`config.mk`:
```
export PLATFORM = sky130hd
export DESIGN_NAME = crossing_wire_arbiter
export DESIGN_NICKNAME = d
export VERILOG_FILES = /design/src/rtl/crossing_wire_arbiter_pkg.sv /design/src/rtl/crossing_wire_arbiter_rr_pick4.sv /design/src/rtl/crossing_wire_arbiter.sv
export SDC_FILE = /design/constraint.sdc
export NUM_CORES = 1
export LEC_CHECK = 0
export CAP_MARGIN = 20
export CORE_MARGIN = 2
export CORE_UTILIZATION = 35
export DETAILED_ROUTE_END_ITERATION = 10
export PLACE_DENSITY = 0.67
export SKIP_CTS_REPAIR_TIMING = 1
export SYNTH_ARGS = -nofsm -noshare
export SYNTH_HDL_FRONTEND = slang
export SYNTH_SLANG_ARGS = --single-unit
export TNS_END_PERCENT = 100
```
`constraint.sdc`:
```
create_clock -name CLK -period 3.2 [get_ports CLK]
set_input_delay 0.64 -clock CLK [delete_from_list [all_inputs] [get_ports CLK]]
set_output_delay 0.64 -clock CLK [all_outputs]
set_load 0.02 [all_outputs]
```
`src/rtl/crossing_wire_arbiter_pkg.sv`:
```
// ============================================================================
// crossing_wire_arbiter_pkg: shared FSM encoding and sizing constants.
// Revision: 1.0
// ============================================================================
`default_nettype none

package crossing_wire_arbiter_pkg;

  localparam int NUM_REQ = 4;
  localparam int TAG_W   = 2;
  localparam int CNT_W   = 8;

  typedef enum logic [1:0] {
    IDLE = 2'd0,
    HOLD = 2'd1,
    GAP  = 2'd2
  } state_t;

endpackage

`default_nettype wire

```
`src/rtl/crossing_wire_arbiter_rr_pick4.sv`:
```
// ============================================================================
// rr_pick4: combinational round-robin pick over four requesters after `last`.
// Revision: 1.0
// ============================================================================
`default_nettype none

module rr_pick4
  import crossing_wire_arbiter_pkg::*;
(
  input  logic [NUM_REQ-1:0] req,
  input  logic [TAG_W-1:0]   last,
  output logic [NUM_REQ-1:0] onehot,
  output logic [TAG_W-1:0]   idx
);

  logic [TAG_W-1:0] cand;

  // Scan from lowest to highest priority so the nearest index after `last` overwrites.
  always_comb begin
    onehot = '0;
    idx    = '0;
    cand   = '0;
    for (int k = NUM_REQ; k >= 1; k--) begin
      cand = last + TAG_W'(k);
      if (req[cand]) begin
        onehot       = '0;
        onehot[cand] = 1'b1;
        idx          = cand;
      end
    end
  end

endmodule

`default_nettype wire

```
`src/rtl/crossing_wire_arbiter.sv`:
```
// ============================================================================
// crossing_wire_arbiter: round-robin arbiter holding one value on a shared wire.
// Revision: 1.0
// ============================================================================
`default_nettype none

module crossing_wire_arbiter
  import crossing_wire_arbiter_pkg::*;
#(
  parameter int width = 1,
  parameter int hold  = 4
) (
  input  logic                 CLK,
  input  logic                 RST_N,
  input  logic [NUM_REQ-1:0]   REQ,
  input  logic [width-1:0]     DIN0,
  input  logic [width-1:0]     DIN1,
  input  logic [width-1:0]     DIN2,
  input  logic [width-1:0]     DIN3,
  output logic [NUM_REQ-1:0]   GNT,
  output logic [width-1:0]     WVAL,
  output logic                 WVALID,
  output logic [TAG_W-1:0]     WTAG
);

  localparam logic [CNT_W-1:0] CNT_LOAD = CNT_W'(hold - 1);

  state_t             state;
  state_t             state_nxt;
  logic [CNT_W-1:0]   count;
  logic [TAG_W-1:0]   last;
  logic [NUM_REQ-1:0] pick_onehot;
  logic [TAG_W-1:0]   pick_idx;
  logic [width-1:0]   pick_din;
  logic               take;

  rr_pick4 u_pick (
    .req    (REQ),
    .last   (last),
    .onehot (pick_onehot),
    .idx    (pick_idx)
  );

  always_comb begin
    case (pick_idx)
      2'd0:    pick_din = DIN0;
      2'd1:    pick_din = DIN1;
      2'd2:    pick_din = DIN2;
      default: pick_din = DIN3;
    endcase
  end

  // Grants are only issued from IDLE and are suppressed while reset is held.
  always_comb begin
    state_nxt = state;
    take      = 1'b0;
    GNT       = '0;
    case (state)
      IDLE: begin
        if (RST_N && (|REQ)) begin
          take      = 1'b1;
          GNT       = pick_onehot;
          state_nxt = HOLD;
        end
      end
      HOLD: begin
        if (count == '0) begin
          state_nxt = GAP;
        end
      end
      GAP: begin
        state_nxt = IDLE;
      end
      default: begin
        state_nxt = IDLE;
      end
    endcase
  end

  always_ff @(posedge CLK) begin
    if (!RST_N) begin
      state <= IDLE;
    end else begin
      state <= state_nxt;
    end
  end

  always_ff @(posedge CLK) begin
    if (!RST_N) begin
      count  <= '0;
      WVAL   <= '0;
      WVALID <= 1'b0;
      WTAG   <= '0;
      last   <= 2'd3;
    end else if (take) begin
      WVAL   <= pick_din;
      WTAG   <= pick_idx;
      WVALID <= 1'b1;
      count  <= CNT_LOAD;
      last   <= pick_idx;
    end else if (state == HOLD) begin
      if (count != '0) begin
        count <= count - 1'b1;
      end else begin
        WVALID <= 1'b0;
      end
    end
  end

endmodule

`default_nettype wire

```
Yosys cells after proc, flatten, opt, wreduce, memory -nomap -nowiden
Index checks and enable logic that the tools add are counted.
{ "op_classes": {"n_addsub": 4, "eq_ne": 6, "n_lt_le_gt_ge": 8, "reduce_logical": 17, "bitwise": 1, "mux": 38} }
{ "ops": {"columns": ["operator", "n"], "rows": [
  ["2-to-1 mux 4 bit", 6],
  ["2-to-1 mux 2 bit", 9],
  ["2-to-1 mux 1 bit", 13],
  ["less-than comparator 2 x 3 -> 1 bit, second input constant", 4],
  ["binary-select mux 1 bit (select 2 bit)", 4],
  ["demux 1 bit (select 2 bit)", 4],
  [">= comparator 2 x 1 -> 1 bit, second input constant", 4],
  ["zero test 8 bit", 1],
  ["AND reduction 2 bit", 4],
  ["nonzero test 8 bit", 1],
  ["subtractor 8 x 1 -> 8 bit, second input constant", 1],
  ["inequality test 2 bit, second input constant", 3],
  ["logical AND 1 bit", 5],
  ["adder 2 bit, second input constant", 2],
  ["equality test 2 x 1 -> 1 bit, second input constant", 2],
  ["zero test 2 bit", 2],
  ["one-hot mux 2 bit (2 select lines)", 1],
  ["nonzero test 2 bit", 2],
  ["OR reduction 4 bit", 1],
  ["one-hot mux 1 bit (3 select lines)", 1],
  ["adder 2 x 1 -> 2 bit, second input constant", 1],
  ["equality test 2 bit, second input constant", 1],
  ["OR reduction 2 bit", 1],
  ["inverter 1 bit", 1]
]} }
{ "word_totals": {"input_bits": 10, "register_bits": 16, "wordCells": 81} }

Depth between registers and ports, before layout
Gate-level depths: netlist of run 1.
{ "logic_depth": {"depth_word": 10, "ltp_mapped": 8} }

By module
From an unflattened synthesis of run 1, not the netlist that was laid out.
{ "hier_totals": {"cells_unflattened": 159, "hier_area_um2": 1391.3} }
{ "by_module_without_submodules": {"columns": ["mod", "area_each_um2", "instances", "seq_area_each_um2", "cells_per_inst"], "rows": [
  ["crossing_wire_arbiter", 868.3, 1, 320.3, 97],
  ["rr_pick4", 523.0, 1, 0.0, 62]
]} }

Worst setup path after synthesis of run 1
OpenSTA, ideal clock, no wires.
{ "synth_timing": {"kind": "reg-to-output", "from": "register last[0]", "to": "output GNT[2]", "setup_slack_ps": 323, "path_buffers": 1, "stages_incl_launch_ff": 7, "t_required_ps": 2560, "arrival_time_ps": 2237, "cell_sequence": "dfxtp_1 -> buf_6 -> inv_1 -> ha_1 -> mux4_1 -> nor3_1 -> a22o_1"} }
{ "synth_between": {"elab_chain_len": 10} }
{ "synth_lines": {"columns": ["element", "line_no", "source"], "rows": [
  ["from (decl)", "crossing_wire_arbiter.sv:31", "logic [TAG_W-1:0] last;"],
  ["from (signal assigned)", "crossing_wire_arbiter.sv:100", "last <= pick_idx;"],
  ["adder 2 bit (tied with other cells)", "crossing_wire_arbiter_rr_pick4.sv:24", "cand = last + TAG_W'(k);"],
  ["less-than comparator 2 x 3 -> 1 bit (implied by the code) (tied with other cells)", "crossing_wire_arbiter_rr_pick4.sv:27", "onehot[cand] = 1'b1;"],
  ["logical AND 1 bit (implied by the code) / 2-to-1 mux 1 bit (equally long branches)", "crossing_wire_arbiter_rr_pick4.sv:27", null],
  ["2-to-1 mux 1 bit (implied by the code) / demux 1 bit (select 2 bit) (equally long branches)", null, null],
  ["demux 1 bit (select 2 bit) / 2-to-1 mux 4 bit (equally long branches)", null, null],
  ["2-to-1 mux 4 bit (2 in series)", "crossing_wire_arbiter_rr_pick4.sv:25", "if (req[cand]) begin"],
  ["2-to-1 mux 4 bit *", "crossing_wire_arbiter_rr_pick4.sv:25", null],
  ["2-to-1 mux 4 bit *", "crossing_wire_arbiter.sv:60", "if (RST_N && (|REQ)) begin"],
  ["2-to-1 mux 4 bit *", "crossing_wire_arbiter.sv:58", "case (state)"],
  ["to (decl)", "crossing_wire_arbiter.sv:20", "output logic [NUM_REQ-1:0] GNT,"]
]} }
Every way passes the cells marked *; elsewhere a longest branch is shown, timed or not. The select of a mux whose other input is x is not followed.

Final worst setup path of run 1
Ends and elaborated chain as after synthesis.

==> results.toml, run 1 <==
[clocking]
htree_levels = 1
cts-root-buf = "clkbuf_4"
tritoncts = "built"
cts_made_buffers = 3
clkSlewWorstSetupHoldPaths_ns = 0.09
clk_latency_ns = 0.28
cts_sinks = 16
clockBufferDepth = 2

[floorplan]
dieHeight_um = 63.10
core_mm2 = 0.003337
rows = 21
io_pins = 18
initial_core_util_pct = 36.63
die_width_um = 63.10
dieArea_mm2 = 0.003982

[final_layout]
areaGrowthSynthToFinish_pct = 32.65
drive_above_1_share_pct = 16.67
utilization_pct = 48.59
final_cell_mix = "nor2_1, buf_4, dfxtp_1, nand2_1"
final_common_cell = "nor2_1"
diodes = 0
fin_cells = 226
nNetsFinal = 200

[placement]
io_buffers = 17
dp_hpwl_mm = 2.205
place_congestion = 0.8121
post-place-ws_ns = -0.3147
place_inst = 220

[timing]
period_minus_slack_ns = 3.059
hold_viol = 0
setup_ws_ns = 0.1406
fmaxAchievable_ghz = 0.3269
slew_violations = 0
tightest_slew_ns = 0.6125
relSlewSlack_pct = 58.11
clock_skew_ns = 0.001248
rsz0062_at_grt = "false"
finalSetupViolCount = 0
period_share_pct = 95.61

[power]
p_clk_share_pct = 13.1
p_switching_uw = 409.5
peakVddDrop_mv = 0.2326
p_leak_nw = 0.7878
p_int_uw = 603.1
combinationalPowerShare_pct = 62.1
powerDensity_mw_per_mm2 = 624.4
power_frac_seq_pct = 24.8
swShare_pct = 40.44

[status]
status = "completed"

[logic_synthesis]
synth_simple_gate_area_share_pct = 22.42
synthMuxAreaShare_pct = 11.26
synth_fp_nets = 163
ys_types = 42
synth_compound_area_share_pct = 22.11
netlist_instances = 144
synthTopCellsByArea = "dfxtp_1, ha_1, nor2_1"
synthesis.area_mm2 = 0.001222
synth_top_family_by_area = "simple AND/OR/NAND/NOR gates"
synth_top_area_share_pct = 26.20
synth-seq-area-share_pct = 26.20
synth_largest_area_cell = "dfxtp_1"
syn_area_per_cell_um2 = 8.489
synth_warnings = 0
synthXorXnorAreaFrac_pct = 5.015
synthAdderAreaFrac_pct = 9.212
synth-seq-cells = 16

[global_routing]
grtUsageTotal_pct = 15.35
grt_max_degree = 20
grt-ovfl-total = 0
grt_antenna_before_repair = 0
grt_pass1_vias = 1210
grt_pass1_wl_mm = 5.112

[worst_setup_path]
start_kind = "flip-flop"
cp_max_fo = 6
rrSetupSlack_ns = 0.84
path_buf_inv = 4
cpMaxStageDelayCell = "ha_1"
critPathMaxStageDelay_ns = 0.35
worstPathRequired_ns = 2.56
cp_cell_sequence = "inv_1 > ha_1 > buf_4 > mux4_2 > buf_4 > a22oi_1 > o21ai_1 > a22o_1 > dlymetal6s2s_1"
cp.arrival_ns = 2.42
end_kind = "primary output"
crit_type = "flip-flop to primary output"
critical-path-top-delay-family = "buffers and inverters"
path_common_cell = "buf_4"

[routing]
dr.pass1.iters = 4
drt_iter0_markers = 93
drtAntennaViolNets = 0
avgRoutedWirePerCell_um = 12.59
vias = 1214
finalWirelength_mm = 2.846
viasPerCell = 5.372
drc = 0

[hold_path]
hp-class = "flip-flop to flip-flop"

[run]
maxCapViolCount = 0
[stage by stage]
step	setup TNS (ns)	hold slack [ns]	area (µm²)	power, mW
final	0	0.4608	1622	1.013
after global routing	0	0.5148	1622	1.090
after CTS	-1.185	0.4683	1590	1.000
after detailed placement	-1.189	0.4551	1554	0.8615
after global placement	-0.8761	0.4524	1554	0.8480
after floorplan	0	0.4794	1222	0.6616
[routing by layer]
layer / track usage (%) / up-vias / share of wire (%)
li1: - / 597 / -
met1: 18.98 / 573 / 46
met2: 27.26 / 32 / 50
met3: 2.321 / 12 / 3.1
met4: 4.722 / 0 / 1.5
met5: 0 / - / 0
[worst min-delay path, cell delays in order (launching register included)]
cell	delay, ns
dfxtp_1	0.32
nand2_1	0.05
a21oi_1	0.05
[flip-flops by register name (all words and copies together) (netlist names)]
register  cells
WVALID        1
WTAG          2
WVAL          1
state         2
count         8
last          2
[synthesized netlist by cell type (all sizes together)]
| library cell | n |
|---|---|
| a32oi | 1 |
| inv | 6 |
| o31a | 1 |
| o21a | 1 |
| o21bai | 1 |
| dfxtp | 16 |
| and2b | 1 |
| mux2i | 4 |
| o311a | 1 |
| a31oi | 2 |
| nor2 | 20 |
| nor3b | 1 |
| nand2 | 12 |
| nor3 | 5 |
| nand2b | 5 |
| buf | 2 |
| a211o | 1 |
| o211ai | 1 |
| clkbuf | 2 |
| a22oi | 4 |
| xnor2 | 1 |
| o21ai | 10 |
| ha | 9 |
| o311ai | 1 |
| and2 | 3 |
| a2111oi | 2 |
| a41o | 1 |
| nand3 | 5 |
| nor2b | 2 |
| nand4 | 1 |
| a211oi | 1 |
| a22o | 4 |
| a21oi | 5 |
| mux4 | 4 |
| nor4 | 1 |
| xor2 | 6 |
| and3 | 1 |
[area by class of cell]
| type | instances | area, µm² |
|---|---|---|
| fill | 339 | 1715 |
| multi-input combinational | 118 | 852.1 |
| timing repair buffer | 36 | 332.8 |
| sequential | 16 | 320.3 |
| tap | 46 | 57.56 |
| clock buffer | 4 | 36.28 |
| inverter | 6 | 22.52 |
[cells by family (layout without fill, tap and decap cells)]
logic type,after synthesis,after routing
compound gates,37,37
xor+xnor,7,7
fa+ha+maj,9,9
buf+inv,10,46
flops,16,16
mux,8,8
simple gates,57,57
[final timing paths]
kind                            cells after the start  startpoint       to
worst max-delay path                                9     last[0]   GNT[2]
worst min-delay path                                2     WTAG[1]  WTAG[1]
worst max register to register                     10     last[0]     WVAL
worst min register to register                      2     WTAG[1]  WTAG[1]
[power groups by stage]
stage	combinational (mW)	clock (mW)	sequential, mW
6_report	0.628	0.133	0.251
5_1_grt	0.690	0.144	0.256
4_1_cts	0.613	0.136	0.252
3_5_place_dp	0.606	0	0.256
3_3_place_gp	0.593	0	0.255
2_1_floorplan	0.386	0	0.276
Power figures use the tool's default switching activity.
==> run 2, diff against run 1 <==
--- a/config.mk
+++ b/config.mk
@@ -6,10 +6,12 @@
 export NUM_CORES = 1
 export LEC_CHECK = 0
 export CAP_MARGIN = 20
+export CELL_PAD_IN_SITES_DETAIL_PLACEMENT = 1
+export CELL_PAD_IN_SITES_GLOBAL_PLACEMENT = 1
 export CORE_MARGIN = 2
 export CORE_UTILIZATION = 35
 export DETAILED_ROUTE_END_ITERATION = 10
-export PLACE_DENSITY = 0.67
+export PLACE_DENSITY = 0.81
 export SKIP_CTS_REPAIR_TIMING = 1
 export SYNTH_ARGS = -nofsm -noshare
 export SYNTH_HDL_FRONTEND = slang
==> results.toml, run 2 (synthesis results as in run 1) <==
[timing]
period_minus_slack_ns = 3.065
finalSetupViolCount = 0
fmaxAchievable_ghz = 0.3263
rsz0062_at_grt = "false"
slew_violations = 0
tightest_slew_ns = 0.6253
hold_viol = 0
period_share_pct = 95.77
clock_skew_ns = 0.002645
relSlewSlack_pct = 57.23

[worst_setup_path]
end_kind = "primary output"
worstReg2RegEnd = "WVAL"
worstReg2RegStart = "last[0]"
rrSetupSlack_ns = 0.90
crit_type = "flip-flop to primary output"
cp_max_fo = 6
critPathCapture = "GNT[0]"
cp.arrival_ns = 2.42
r2r_cells = 8
start_kind = "flip-flop"
cp-startpoint = "last[0]"
worstPathRequired_ns = 2.56

[final_layout]
drive_above_1_share_pct = 19.10
nFillCells = 422
nNetsFinal = 198
final_cell_mix = "nor2_1, buf_4, dfxtp_1, nand2_1, clkdlybuf4s50_1"
largest_register_ffs = 8
areaGrowthSynthToFinish_pct = 31.32
diodes = 0
final_common_cell = "nor2_1"
regArea_um2 = 320.3
utilization_pct = 48.11
fin_cells = 224
regMostFlops = "count"
multi_input_area_um2 = 865.8

[routing]
dr.pass1.iters = 4
finalWirelength_mm = 3.622
wl_met2_mm = 1.818
viasPerCell = 5.429
m1WireLength_mm = 1.634
vias = 1216
avgRoutedWirePerCell_um = 16.17
drtAntennaViolNets = 0
top_layer = "met4"
drc = 0
met3_length_um = 115
drt_iter0_markers = 41

[placement]
dp_hpwl_mm = 2.697
place_inst = 219
io_buffers = 17
place_congestion = 0.8195

[power]
p_leak_nw = 0.7384
power_frac_seq_pct = 24.2
powerDensity_mw_per_mm2 = 649.7
swShare_pct = 42.45
combinationalPowerShare_pct = 62.8
p_clk_share_pct = 13.0
p_int_uw = 600.3
peakVddDrop_mv = 0.3068
p_switching_uw = 442.7

[global_routing]
grt_max_degree = 20
grt_pass1_wl_mm = 5.747
grtUsageTotal_pct = 18.10
grt_pass1_vias = 1291
grt-ovfl-total = 0
grt_antenna_before_repair = 0

[run]
maxCapViolCount = 0

[clocking]
clockBufferDepth = 2
clk_latency_ns = 0.30
htree_levels = 1
cts_made_buffers = 3
tritoncts = "built"
clkSlewWorstSetupHoldPaths_ns = 0.09
cts_sinks = 16
cts-root-buf = "clkbuf_4"

[floorplan]
core_mm2 = 0.003337
dieArea_mm2 = 0.003982
dieHeight_um = 63.10
rows = 21
io_pins = 18
die_width_um = 63.10
initial_core_util_pct = 36.63

[hold_path]
hp-class = "flip-flop to flip-flop"

[status]
status = "completed"
## run 2: cell count changes in the layout (fill, tap and decap cells not counted), sizes merged
| cell | previous run | this run |
|---|---|---|
| dlymetal6s2s | 8 | 6 |
| buf | 19 | 17 |
| clkbuf | 4 | 6 |
## run 2: cell type report
| cell class | instances | share of cell area [%] |
|---|---|---|
| multi-input combinational | 118 | 53.94 |
| sequential | 16 | 19.95 |
| timing repair buffer | 34 | 18.86 |
| tap | 46 | 3.585 |
| clock buffer | 4 | 2.260 |
| inverter | 6 | 1.403 |
## run 2: worst min path at each step
stage / from / to / cells past startpoint
5_1_grt: WTAG[1] / WTAG[1] / 2
2_1_floorplan: count[6] / count[6] / 2
3_3_place_gp: WTAG[1] / WTAG[1] / 2
6_report: WTAG[1] / WTAG[1] / 2
3_5_place_dp: WTAG[1] / WTAG[1] / 2
4_1_cts: WTAG[1] / WTAG[1] / 2
## run 2: per-stage QoR
step	area (µm²)	hold WS (ns)	power, mW	setup slack, ns	setup TNS [ns]
floorplan	1222	0.4794	0.6616	0.3230	0
global placement	1546	0.4499	0.8438	-0.2300	-0.8892
detailed placement	1546	0.4552	0.8774	-0.3893	-1.531
CTS	1583	0.4686	1.017	-0.3924	-1.544
global route	1605	0.5047	1.122	0.03624	0
finish	1605	0.4694	1.043	0.1355	0
## run 2: layer usage
layer,global-route usage [%],vias to the layer above
li1,-,594
met1,22.17,591
met2,30.98,24
met3,3.393,7
met4,7.500,0
met5,0,-
## run 2: power groups by stage
stage / logic (mW) / registers [mW] / clock network (mW)
after floorplan: 0.386 / 0.276 / 0
after global placement: 0.590 / 0.254 / 0
after detailed placement: 0.621 / 0.256 / 0
after CTS: 0.624 / 0.252 / 0.141
after global routing: 0.715 / 0.255 / 0.151
final: 0.655 / 0.252 / 0.136
## run 2: worst max-delay path, stage by stage (launching register included)
cell,delay [ns]
dfxtp_1,0.35
inv_1,0.14
ha_4,0.32
buf_4,0.13
mux4_2,0.37
buf_4,0.17
a22oi_1,0.18
o21ai_1,0.08
a22o_1,0.18
dlymetal6s2s_1,0.20
==> run 3, diff against run 2 <==
--- a/config.mk
+++ b/config.mk
@@ -8,7 +8,7 @@
 export CAP_MARGIN = 20
 export CELL_PAD_IN_SITES_DETAIL_PLACEMENT = 1
 export CELL_PAD_IN_SITES_GLOBAL_PLACEMENT = 1
-export CORE_MARGIN = 2
+export CORE_MARGIN = 10
 export CORE_UTILIZATION = 35
 export DETAILED_ROUTE_END_ITERATION = 10
 export PLACE_DENSITY = 0.81
==> results.toml, run 3 (synthesis results as in run 1) <==
[clocking]
cts_sinks = 16
htree_levels = 1
clk_latency_ns = 0.29
cts_made_buffers = 3
tritoncts = "built"
cts-root-buf = "clkbuf_4"
clockBufferDepth = 2
clkSlewWorstSetupHoldPaths_ns = 0.09

[power]
p_total_mw = 1.021
peakVddDrop_mv = 0.2614
p_leak_nw = 0.7504
powerDensity_mw_per_mm2 = 634.2

[global_routing]
grt-ovfl-total = 0
grt_pass1_wl_mm = 6.113
met1_usage_pct = 12.07
grt_max_degree = 20
gr-max-usage-layer = "met2"
use_met2_pct = 22.59
grt_use_met3_pct = 3.153
grt_antenna_before_repair = 0
grtUsageTotal_pct = 11.82
grt_pass1_vias = 1342

[worst_setup_path]
cp.arrival_ns = 2.43
rrSetupSlack_ns = 0.86
start_kind = "flip-flop"
r2r_cells = 10
worstReg2RegStart = "last[0]"
worstPathRequired_ns = 2.56
crit_type = "flip-flop to primary output"
worstReg2RegEnd = "WVAL"
end_kind = "primary output"
cp_max_fo = 6

[floorplan]
core_mm2 = 0.003363
dieHeight_um = 79.10
dieArea_mm2 = 0.006257
io_pins = 18
initial_core_util_pct = 36.35
die_width_um = 79.10
rows = 21

[hold_path]
holdPathStages = 2
min_to = "WVALID"
hp-class = "flip-flop to flip-flop"
hp-start = "WVALID"

[placement]
placed_area_mm2 = 0.001554
place_inst = 220
place_congestion = 0.8102
post-place-ws_ns = -0.4096
dp_hpwl_mm = 2.924
io_buffers = 17

[final_layout]
drive_above_1_share_pct = 17.32
fin_cells = 225
multi_input_area_um2 = 868.3
diodes = 0
nFillCells = 432
final_common_cell = "nor2_1"
nNetsFinal = 200
final_cell_mix = "nor2_1, buf_4, dfxtp_1, nand2_1, clkdlybuf4s50_1"
areaGrowthSynthToFinish_pct = 31.63
regArea_um2 = 320.3
largest_register_ffs = 8
postLayoutCellArea_mm2 = 0.001609
regMostFlops = "count"

[run]
maxCapViolCount = 0

[timing]
period_minus_slack_ns = 3.073
period_share_pct = 96.04
relSlewSlack_pct = 53.60
setup_ws_ns = 0.1267
fmaxAchievable_ghz = 0.3254
clock_skew_ns = 0.001789
hold_viol = 0
rsz0062_at_grt = "false"
tightest_slew_ns = 0.6785
slew_violations = 0
finalSetupViolCount = 0

[status]
status = "completed"

[routing]
finalWirelength_mm = 3.720
viasPerCell = 5.413
drtAntennaViolNets = 0
drc = 0
vias = 1218
dr.pass1.iters = 4
drt_iter0_markers = 48
avgRoutedWirePerCell_um = 16.53
## run 3: changes by cell type in the layout (fill, tap and decap cells not counted), sizes merged
cell / delta
clkbuf: -1
buf: +2
## run 3: worst max-delay path by stage
stage	end	from	slack [ns]	cells after the start
2_1_floorplan	GNT[2]	last[0]	0.32	6
3_3_place_gp	GNT[1]	REQ[2]	-0.25	7
3_5_place_dp	GNT[2]	REQ[1]	-0.41	7
4_1_cts	GNT[2]	REQ[1]	-0.41	7
5_1_grt	GNT[2]	last[0]	0.03	9
6_report	GNT[2]	last[0]	0.13	9
## run 3: worst max-delay path, cell delays in order, from the launching register on
cell and delay, ns:
dfxtp_1 0.32, inv_1 0.20, ha_4 0.25, buf_4 0.15, mux4_2 0.35, buf_4 0.18, a22oi_1 0.21, o21ai_1 0.11
a22o_1 0.22, clkbuf_2 0.15
## run 3: layer usage
layer	vias up	share of wire [%]
met2	24	54
met1	593	40
met5	-	0
li1	593	-
met4	0	2.1
met3	8	3.8
## run 3: where the power goes
part	internal (mW)	total [mW]	switching [mW]
clock network	0.0438	0.107	0.0628
logic	0.306	0.661	0.355
registers	0.230	0.253	0.0224
## run 3: area by class of cell
class	count	share of cell area, %
repair buffers	36	19.75
multi-input cells	118	53.97
clock buffers	3	1.400
flip-flops and latches	16	19.91
inverters	6	1.400
well taps	46	3.577
## run 3: through the flow
| stage | utilization [%] | hold slack (ns) | TNS (ns) |
|---|---|---|---|
| after detailed placement | 46.21 | 0.4794 | -1.486 |
| after global placement | 46.21 | 0.4558 | -0.9178 |
| final | 47.84 | 0.4830 | 0 |
| after global routing | 47.84 | 0.5202 | 0 |
| after floorplan | - | 0.4794 | 0 |
| after CTS | 46.88 | 0.4921 | -1.488 |
